### src/rtl/kw_arb_wrr_if.sv
// kw_arb_wrr_if: request/grant bundle for the weighted round-robin arbiter.
//   request     : per-requester request               (master -> slave)
//   mask        : per-requester ineligible flag       (master -> slave)
//   lock        : holder keeps grant, tenure frozen   (master -> slave)
//   weight      : N packed WW-bit tenure fields       (master -> slave)
//   grant       : one-hot grant                       (slave -> master)
//   grant_index : binary index of grant               (slave -> master)
//   granted     : grant belongs to an eligible holder (slave -> master)
//   locked      : current grant held by lock          (slave -> master)
//   parked      : no eligible requester               (slave -> master)
interface kw_arb_wrr_if #(
  parameter int unsigned N  = 16,
  parameter int unsigned WW = 4
);
  localparam int unsigned IW = (N > 1) ? $clog2(N) : 1;

  logic [N-1:0]    request;
  logic [N-1:0]    mask;
  logic [N-1:0]    lock;
  logic [N*WW-1:0] weight;
  logic [N-1:0]    grant;
  logic [IW-1:0]   grant_index;
  logic            granted;
  logic            locked;
  logic            parked;

  modport master (
    output request, mask, lock, weight,
    input  grant, grant_index, granted, locked, parked
  );

  modport slave (
    input  request, mask, lock, weight,
    output grant, grant_index, granted, locked, parked
  );
endinterface

### src/rtl/kw_arb_wrr.sv
// kw_arb_wrr: weighted round-robin arbiter with lock and park.
// Each winner holds the grant for max(weight,1) cycles, or indefinitely while
// it asserts lock; the rotating pointer then moves past the holder.
// Ports:
//   i_clk  : clock, rising edge
//   i_rst  : synchronous active-high reset
//   io_arb : kw_arb_wrr_if.slave (request/mask/lock/weight in; grant,
//            grant_index, granted, locked, parked out, all registered)
// Build option: KW_ARB_WRR_PARK_EN defined -> idle grant parks on PARK_IDX;
// undefined -> idle grant is all-zero and parked stays 0.
module kw_arb_wrr #(
  parameter int unsigned N        = 16,
  parameter int unsigned WW       = 4,
  parameter int unsigned PARK_IDX = 0
) (
  input logic          i_clk,
  input logic          i_rst,
  kw_arb_wrr_if.slave  io_arb
);
  localparam int unsigned IW = (N > 1) ? $clog2(N) : 1;

  if (N < 2 || PARK_IDX >= N) begin : g_bad_cfg
    $error("kw_arb_wrr: requires N >= 2 and PARK_IDX < N");
  end

`ifdef KW_ARB_WRR_PARK_EN
  localparam logic [N-1:0]  PARK_GRANT = N'(1) << PARK_IDX;
  localparam logic [IW-1:0] PARK_INDEX = IW'(PARK_IDX);
  localparam logic          PARK_FLAG  = 1'b1;
`else
  localparam logic [N-1:0]  PARK_GRANT = '0;
  localparam logic [IW-1:0] PARK_INDEX = '0;
  localparam logic          PARK_FLAG  = 1'b0;
`endif

  typedef enum logic {
    ST_IDLE = 1'b0,
    ST_HOLD = 1'b1
  } state_t;

  state_t        r_state, w_state_nxt;
  logic [IW-1:0] r_hold, w_hold_nxt;
  logic [IW-1:0] r_ptr, w_ptr_nxt;
  logic [WW-1:0] r_cnt, w_cnt_nxt;

  logic [N-1:0]  r_grant, w_grant_nxt;
  logic [IW-1:0] r_grant_index, w_grant_index_nxt;
  logic          r_granted, w_granted_nxt;
  logic          r_locked, w_locked_nxt;
  logic          r_parked, w_parked_nxt;

  logic [N-1:0]  w_elig;
  logic [WW-1:0] w_weight;
  logic [WW-1:0] w_lim;
  logic [IW-1:0] w_ptr_inc;
  logic [IW-1:0] w_base;
  logic [IW-1:0] w_win;
  logic          w_any;
  logic          w_hold_lock;
  logic          w_stay;

  assign w_elig      = io_arb.request & ~io_arb.mask;
  assign w_hold_lock = io_arb.lock[r_hold];

  // Live weight of the current holder
  always_comb begin : weight_sel
    w_weight = '0;
    for (int i = 0; i < N; i++) begin
      if (r_hold == IW'(i)) w_weight = io_arb.weight[i*WW +: WW];
    end
  end

  // Last tenure count value that still keeps the grant (weight 0 acts as 1)
  assign w_lim     = (w_weight == '0) ? '0 : w_weight - WW'(1);
  assign w_ptr_inc = (r_hold == IW'(N - 1)) ? '0 : r_hold + IW'(1);
  // Leaving HOLD scans from the already-advanced pointer so h loses priority
  assign w_base    = (r_state == ST_HOLD) ? w_ptr_inc : r_ptr;

  // Rotating first-eligible search starting at w_base
  always_comb begin : rr_scan
    int unsigned idx;
    idx   = 0;
    w_any = 1'b0;
    w_win = '0;
    for (int unsigned k = 0; k < N; k++) begin
      idx = 32'(w_base) + k;
      if (idx >= N) idx = idx - N;
      if (!w_any && w_elig[IW'(idx)]) begin
        w_any = 1'b1;
        w_win = IW'(idx);
      end
    end
  end

  // Next-state and registered-output decode
  always_comb begin : fsm_next
    w_state_nxt       = r_state;
    w_hold_nxt        = r_hold;
    w_ptr_nxt         = r_ptr;
    w_cnt_nxt         = r_cnt;
    w_locked_nxt      = 1'b0;
    w_grant_nxt       = PARK_GRANT;
    w_grant_index_nxt = PARK_INDEX;
    w_granted_nxt     = 1'b0;
    w_parked_nxt      = PARK_FLAG;
    w_stay            = w_elig[r_hold] & (w_hold_lock | (r_cnt < w_lim));

    case (r_state)
      ST_IDLE: begin
        if (w_any) begin
          w_state_nxt = ST_HOLD;
          w_hold_nxt  = w_win;
          w_cnt_nxt   = '0;
        end
      end
      ST_HOLD: begin
        if (w_stay) begin
          if (!w_hold_lock) w_cnt_nxt = r_cnt + WW'(1);
          w_locked_nxt = w_hold_lock;
        end else begin
          w_ptr_nxt = w_ptr_inc;
          w_cnt_nxt = '0;
          if (w_any) w_hold_nxt  = w_win;
          else       w_state_nxt = ST_IDLE;
        end
      end
    endcase

    if (w_state_nxt == ST_HOLD) begin
      w_grant_nxt       = N'(1) << w_hold_nxt;
      w_grant_index_nxt = w_hold_nxt;
      w_granted_nxt     = 1'b1;
      w_parked_nxt      = 1'b0;
    end
  end

  // State and output registers
  always_ff @(posedge i_clk) begin : state_reg
    if (i_rst) begin
      r_state       <= ST_IDLE;
      r_hold        <= '0;
      r_ptr         <= '0;
      r_cnt         <= '0;
      r_grant       <= PARK_GRANT;
      r_grant_index <= PARK_INDEX;
      r_granted     <= 1'b0;
      r_locked      <= 1'b0;
      r_parked      <= PARK_FLAG;
    end else begin
      r_state       <= w_state_nxt;
      r_hold        <= w_hold_nxt;
      r_ptr         <= w_ptr_nxt;
      r_cnt         <= w_cnt_nxt;
      r_grant       <= w_grant_nxt;
      r_grant_index <= w_grant_index_nxt;
      r_granted     <= w_granted_nxt;
      r_locked      <= w_locked_nxt;
      r_parked      <= w_parked_nxt;
    end
  end

  assign io_arb.grant       = r_grant;
  assign io_arb.grant_index = r_grant_index;
  assign io_arb.granted     = r_granted;
  assign io_arb.locked      = r_locked;
  assign io_arb.parked      = r_parked;

endmodule

### src/flat_wrapper.sv
// flat-port wrapper written by rule: the top's interface ports become plain ports
module kw_arb_wrr_flat 
#(
  parameter int unsigned N        = 16,
  parameter int unsigned WW       = 4,
  parameter int unsigned PARK_IDX = 0
)
  (i_clk, i_rst, io_arb_request, io_arb_mask, io_arb_lock, io_arb_weight, io_arb_grant, io_arb_grant_index, io_arb_granted, io_arb_locked, io_arb_parked);
  kw_arb_wrr_if #(.N(N), .WW(WW)) io_arb_i ();
  input logic i_clk;
  input logic i_rst;
  input wire logic [$bits(io_arb_i.request)-1:0] io_arb_request;
  input wire logic [$bits(io_arb_i.mask)-1:0] io_arb_mask;
  input wire logic [$bits(io_arb_i.lock)-1:0] io_arb_lock;
  input wire logic [$bits(io_arb_i.weight)-1:0] io_arb_weight;
  output wire logic [$bits(io_arb_i.grant)-1:0] io_arb_grant;
  output wire logic [$bits(io_arb_i.grant_index)-1:0] io_arb_grant_index;
  output wire logic [$bits(io_arb_i.granted)-1:0] io_arb_granted;
  output wire logic [$bits(io_arb_i.locked)-1:0] io_arb_locked;
  output wire logic [$bits(io_arb_i.parked)-1:0] io_arb_parked;
  assign io_arb_i.request = io_arb_request;
  assign io_arb_i.mask = io_arb_mask;
  assign io_arb_i.lock = io_arb_lock;
  assign io_arb_i.weight = io_arb_weight;
  assign io_arb_grant = io_arb_i.grant;
  assign io_arb_grant_index = io_arb_i.grant_index;
  assign io_arb_granted = io_arb_i.granted;
  assign io_arb_locked = io_arb_i.locked;
  assign io_arb_parked = io_arb_i.parked;
  kw_arb_wrr #(.N(N), .WW(WW), .PARK_IDX(PARK_IDX)) u_core (.i_clk(i_clk), .i_rst(i_rst), .io_arb(io_arb_i));
endmodule
### config.mk
export PLATFORM = sky130hd
export DESIGN_NAME = kw_arb_wrr_flat
export DESIGN_NICKNAME = d
export VERILOG_FILES = /design/src/rtl/kw_arb_wrr_if.sv /design/src/rtl/kw_arb_wrr.sv /design/src/flat_wrapper.sv
export SDC_FILE = /design/constraint.sdc
export NUM_CORES = 1
export LEC_CHECK = 0
export CELL_PAD_IN_SITES_DETAIL_PLACEMENT = 0
export CELL_PAD_IN_SITES_GLOBAL_PLACEMENT = 1
export CORE_ASPECT_RATIO = 1.25
export CORE_MARGIN = 3
export CORE_UTILIZATION = 37
export DETAILED_ROUTE_END_ITERATION = 12
export PLACE_DENSITY = 0.8
export SLEW_MARGIN = 20
export SYNTH_ARGS = -nofsm -noshare
export SYNTH_HDL_FRONTEND = slang
export SYNTH_SLANG_ARGS = --single-unit
### constraint.sdc
create_clock -name i_clk -period 9.2 [get_ports i_clk]
set_clock_uncertainty 0.15 [all_clocks]
set_input_delay 1.38 -clock i_clk [delete_from_list [all_inputs] [get_ports i_clk]]
set_output_delay 1.38 -clock i_clk [all_outputs]
set_load 0.005 [all_outputs]
---- Yosys cells after proc, flatten, opt, wreduce, memory -nomap -nowiden ----
Cells that the tools add are included.
storage, ports and cells
  bits in registers ....................... 35
  bits of input ports ..................... 114
  output and inout bits ................... 23
cells by class
  add/sub/neg operators ................... 34
  $lt $le $gt $ge ......................... 34
  equality and inequality tests ........... 17
  shifts and indexed selects .............. 1
  mux-type cells .......................... 114
  bitwise operators ....................... 7
  reduce and logical (&&, ||, !) cells .... 36
operators with widths
  cell                  number
  $mux 4                56
  $lt 4x5->1 const B    17
  $ge 5x5->1 const B    15
  $bmux 1 s4            18
  $sub 4x1->4 const B   17
  $add 4x4->5 const B   8
  $mux 1                37
  $eq 4x4->1 const B    8
  $add 4x3->5 const B   4
  $and 16x16->16        1
  $eq 4x3->1 const B    4
  $not 16->16           1
  $pmux 4 s2            2
  $shl 1x4->16 const A  1
  $logic_and 1x1->1     15
  $logic_not 1->1       15
  $add 4x2->5 const B   2
  $add 4x1->4 const B   2
  $eq 4x2->1 const B    2
  $logic_not 4->1       2
  $add 4x1->5 const B   1
  $ge 4x5->1 const B    1
  $eq 4x1->1 const B    1
  $lt 4x4->1            1
  other kinds (9)       12

---- Longest topological paths before layout ----
  depth after elaboration ................. 58
  mapped depth ............................ 25
  depth with buffers taken out ............ 21

---- Least setup slack after synthesis ----
Ideal clock, no wire load.
  kind .................................... input port to flip-flop
  from .................................... in io_arb_weight[37]
  to ...................................... reg u_core.r_grant[12] (netlist: u_core.io_arb.grant[12])
  setup time .............................. 0.115 ns
  arrival time ............................ 4.750 ns
  required time ........................... 8.935 ns
  slack ................................... 4.185 ns
  stages on the path ...................... 19
  buffers on the path ..................... 1
  cells stage by stage .................... a211oi_1 a31oi_1 or2_2 a32o_1 a31oi_1 nand3_1 nor2b_1 nor2_1 ha_1 o21a_1 o21ai_0 or2_2 o311a_1 a31oi_1 o2111ai_1 and3_1 buf_6 nor3b_2 and2_1
between the ends
  word-level cells in the longest chain between the ends .. 16
  elaborated cells between the ends (all ways) .. 20
RTL lines
  item                                            RTL line            source
  start: declaration                              flat_wrapper.sv:15  input wire logic [$bits(io_arb_i.weight)-1:0] io_arb_weight;
  $mux 4 (*) (7 in a row)                         kw_arb_wrr.sv:69    if (r_hold == IW'(i)) w_weight = io_arb.weight[i*WW +: WW];
  $sub 4x1->4 or $logic_not 4->1 (tied branches)  kw_arb_wrr.sv:74    assign w_lim = (w_weight == '0) ? '0 : w_weight - WW'(1);
  $mux 4 (*)                                      kw_arb_wrr.sv:74
  $lt 4x4->1 (*)                                  kw_arb_wrr.sv:106   w_stay = w_elig[r_hold] & (w_hold_lock | (r_cnt < w_lim));
  $or 1x1->1 (*)                                  kw_arb_wrr.sv:106
  $and 1x1->1 (*)                                 kw_arb_wrr.sv:106
  $mux 1                                          kw_arb_wrr.sv:117   if (w_stay) begin
  $pmux 1 s2                                      kw_arb_wrr.sv:108   case (r_state)
  $not 1->1 (no line)                             --
  $reduce_or 2->1 (no line)                       --
  end signal: assignment                          kw_arb_wrr.sv:154   r_grant <= w_grant_nxt;
  end: declaration                                kw_arb_wrr.sv:46    logic [N-1:0] r_grant, w_grant_nxt;
Mark *: on every way between the ends. The rest lies on a longest branch, timed or not.
A chain may end at the register's enable or synchronous reset.

---- Worst setup path after layout ----
  from .................................... reg u_core.r_hold[1]
  to ...................................... reg u_core.r_grant[12] (netlist: u_core.io_arb.grant[12])
between the ends
  word-level cells in the longest chain between the ends .. 58
  elaborated cells between the ends (all ways) .. 211
RTL lines
  item                                                  RTL line           source
  start: declaration                                    kw_arb_wrr.sv:42   logic [IW-1:0] r_hold, w_hold_nxt;
  start signal: assignment                              kw_arb_wrr.sv:151  r_hold <= w_hold_nxt;
  branches (longest 58 deep; another with $add 4x1->5)  --
Several ways; the timed one is not identified. The select of a mux whose other input is x is not followed.

==> results.txt <==
----------------------------------------------------
[Worst hold path]
  Worst Hold Endpoint ... u_core.r_ptr[0]
  Startpoint of the worst hold path ... u_core.r_ptr[0]
  Worst hold path type ... reg2reg
  Hold Crit Depth ... 2

[Worst setup path]
  Worst-case reg-to-reg path depth ... 20
  Worst flop-to-flop path endpoint ... u_core.io_arb.grant[12]
  Worst R2R Start ... u_core.r_hold[1]
  WP data required ... 9.27 ns
  Crit path max-delay cell type ... sky130_fd_sc_hd__nor2b_1
  Worst R2R Setup Slack ... 3.06 ns
  Max stage delay on crit path ... 0.72 ns
  Endpoint type of the worst setup path ... flip-flop
  Largest fanout on the critical path ... 26
  Setup CP Type ... reg2reg
  WP data arrival ... approximately 6.2 ns
  Kind of start point of the critical path ... flip-flop
  Cells along the critical path ... inv_1 > ha_1 > nor2b_1 > a221oi_1 > o311ai_0 > a32o_1 > a31oi_1 > and2_1 > nor2_1 > nor2_1 > ha_1 > or3_1 > a211oi_1 > o22a_1 > o311a_1 > a31oi_1 > o2111ai_1 > and3_1 > nor3b_2 > and2_1

[Layout]
  Fraction of layout cells with a size suffix above 1 ... 11.6%
  Inserted Diodes ... 0
  Layout-stage area growth over the synthesis result ... 28.8%
  Final Net Count ... around 900
  Count of placed standard cells in the final layout, fillers left out ... 928

[STA]
  Setup violations, final ... 0
  Normalized max-slew margin ... 35.2%
  Final worst-path setup slack ... 3.06 ns
  Unrepaired setup endpoints after global routing ... false
  Pins over their slew limit ... 0
  Post-layout min period ... 6.14 ns
  Part of the cycle the worst path needs ... around 67%
  Setup total negative slack ... 0 ns
  Final number of hold-violating endpoints ... 0
  Maximum clock rate ... 0.163 GHz
  Measured slew at the worst slew-check pin ... 0.952 ns

[Job]
  Number of maximum-capacitance constraint violations ... 0

[Global routing]
  Vias in the first global route ... 5506
  First-pass GRT wire length ... 29100 um
  GRT overflow ... 0
  Number of antenna violations at the first check in global routing ... 0
  Largest net degree at the start of global routing ... 36
  Total GRT Usage ... 22.5%

[Floorplan]
  Floorplan row count ... 47
  Starting Density ... 38.6%
  Die area ... 15600 um2
  I/O pin count ... roughly 140
  Die X-Extent ... 112 um
  Core Area ... 13500 um2
  DIE HEIGHT ... roughly 140 um

[Pwr]
  Design Power ... 3.03 mW
  P per Cell Area ... 450 nW/um2
  Worst vdd rail ir drop ... 367 uV
  Leakage ... 2.56 nW

[Clock tree]
  Source-to-sink clock delay at the later pin of the worst-skew pair ... between 0.2 and 0.3 ns
  Clock-pin slew on the worst setup and hold paths ... about 0.060 ns
  TritonCTS clock tree ... done
  Number of buffers created by CTS ... 5
  Post-CTS Hold Buffers ... 0
  Post-CTS Setup Bufs ... 0
  TritonCTS sink count ... 34
  Clock tree root driver cell ... sky130_fd_sc_hd__clkbuf_16
  Quantity of gates resized following cts ... 0
  CTS max path bufs ... 2
  H-tree depth ... 2

[Synth]
  Number of enable flip-flop cells after synthesis ... 0
  Gate count after technology mapping ... 649
  Largest cells by area after synthesis ... sky130_fd_sc_hd__dfxtp_1 (13%), sky130_fd_sc_hd__mux4_2 (9.0%), sky130_fd_sc_hd__mux2i_1 (8.8%), sky130_fd_sc_hd__nor2_1 (4.5%), sky130_fd_sc_hd__nand2_1 (4.2%)
  Asr flop ratio synth ... 0%
  Distinct cell type count after synthesis ... 98
  Portion of synthesized cell area occupied by the leading cell type ... 13.0%
  Post-Synthesis Cell Area ... 5230 um2
  Synthesized netlist net count ... 778
  Synth warnings ... 0
  Count of state elements after synthesis ... 34
  Main synth FF type ... sky130_fd_sc_hd__dfxtp_1
  Sequential fraction of the synthesis area ... between 10% and 20%
  Mean instance size in the synthesized netlist ... 8.05 um2
  Yosys top cell by area ... sky130_fd_sc_hd__dfxtp_1

[Placed design]
  Number of I/O port buffers ... around 140
  Final RePlAce weighted congestion ... 0.933
  DP Cell Count ... 920
  Worst setup slack after placement ... roughly 3.1 ns
  Detail Placement HPWL ... 14400 um

[Detailed routing]
  Via count of the routed design ... ~5500
  Detail-routed net length per standard cell ... 19.3 um
  Count of unresolved DRC violations after routing ... 0
  Detailed Routing Iterations Pass 1 ... 5
  Antenna viol nets, final ... 0
  WL final ... 17900 um
  Count of routing violations after the opening detailed-route iteration ... between 300 and 400
  Post-DR vias/cell ... ~5.9

[Outcome]
  Status ... complete, no violations

----------------------------------------------------
==> critical path: cells and delay by family (launching register included) <==
kind                       cells  cell delay (ns)
adders and majority gates      2             0.77
AOI/OAI and AO/OA              9             2.04
DFF                            1             0.65
buffers and inverters          1             0.28
and+or+nand+nor                8             2.16
==> cells in the mapped netlist (all sizes together), types with 16 or more instances <==
master  number
a21oi       46
and2        20
buf         19
clkbuf      22
dfxtp       34
inv         22
mux2        16
mux2i       50
mux4        21
nand2       59
nand2b      27
nor2        64
o21ai       27
==> power by group <==
part           switching (mW)  internal (mW)
registers              0.0369          0.195
clock network          0.0579          0.107
logic                    1.56           1.07
total                    1.66           1.37
==> routing by layer <==
metal	up-vias	part of all wire, %	track usage, %
met5	-	0	0
met4	0	3.2	7.53
met3	47	4.5	2.58
met2	196	53	41.7
met1	2628	39	26.6
li1	2635	-	-
==> area by class of cell <==
cell class | instances | area, um2
flip-flops and latches | 34 | 681
fillers | 1348 | 6790
inverters | 22 | 90.1
well taps | 171 | 214
clock inverters | 1 | 5.00
multi-input cells | 552 | 4200
repair buffers | 141 | 1400
clock buffers | 7 | 143
==> kinds of logic (layout without fill, tap and decap cells) <==
| kind of cell | count (synthesis) | in the layout | synth area share (%) |
|---|---|---|---|
| mux | 87 | 87 | 23.1 |
| simple gates | 255 | 255 | 26.3 |
| compound gates | 182 | 182 | 24.9 |
| fa+ha+maj | 15 | 15 | 3.59 |
| flops | 34 | 34 | 13.0 |
| other cells | 1 | 1 | 0.0718 |
| xor+xnor | 12 | 12 | 2.44 |
| buf+inv | 63 | 171 | 6.56 |
==> stage by stage <==
stage               utilization, %  instance area (um2)  hold slack, ns
floorplan                        -                 5230           0.312
global placement              48.7                 6580           0.330
finish                        49.8                 6730           0.356
CTS                           49.8                 6730           0.353
detailed placement            48.7                 6580           0.339
global route                  49.8                 6730           0.404
==> layout by cell type (no fill, tap or decap), types with 9 or more instances in the layout <==
master                            count
sky130_fd_sc_hd__a21oi_1             44
sky130_fd_sc_hd__nor2b_1             15
sky130_fd_sc_hd__clkdlybuf4s50_1    135
sky130_fd_sc_hd__mux2_2              12
sky130_fd_sc_hd__inv_1               19
sky130_fd_sc_hd__nand2_1             59
sky130_fd_sc_hd__ha_1                15
sky130_fd_sc_hd__nand3_1             13
sky130_fd_sc_hd__nor2_1              63
sky130_fd_sc_hd__a221oi_1             9
sky130_fd_sc_hd__and2_1              19
sky130_fd_sc_hd__o21ai_0             24
sky130_fd_sc_hd__mux4_2              21
sky130_fd_sc_hd__a31oi_1              9
sky130_fd_sc_hd__mux2i_1             46
sky130_fd_sc_hd__a211oi_1            13
sky130_fd_sc_hd__o211ai_1            13
sky130_fd_sc_hd__nand2b_1            27
sky130_fd_sc_hd__dfxtp_1             34
==> sequential cells by signal, summed over array words and instances (netlist names) <==
signal / count
u_core.io_arb.granted: 1
u_core.r_cnt: 4
u_core.r_ptr: 4
u_core.r_hold: 4
u_core.io_arb.grant_index: 4
u_core.io_arb.grant: 16
u_core.io_arb.locked: 1
==> worst max-delay path by stage <==
stage	from	endpoint	slack, ns	cells past startpoint
3_5_place_dp	u_core.r_hold[1]	u_core.io_arb.grant[12]	3.13	20
5_1_grt	u_core.r_hold[1]	u_core.io_arb.grant[9]	2.62	20
3_3_place_gp	u_core.r_hold[1]	u_core.io_arb.grant[12]	3.29	20
4_1_cts	u_core.r_hold[1]	u_core.io_arb.grant[10]	3.09	20
2_1_floorplan	io_arb_weight[37]	u_core.io_arb.grant[12]	4.19	19
6_report	u_core.r_hold[1]	u_core.io_arb.grant[12]	3.06	20
Power figures use the tool's default switching activity.
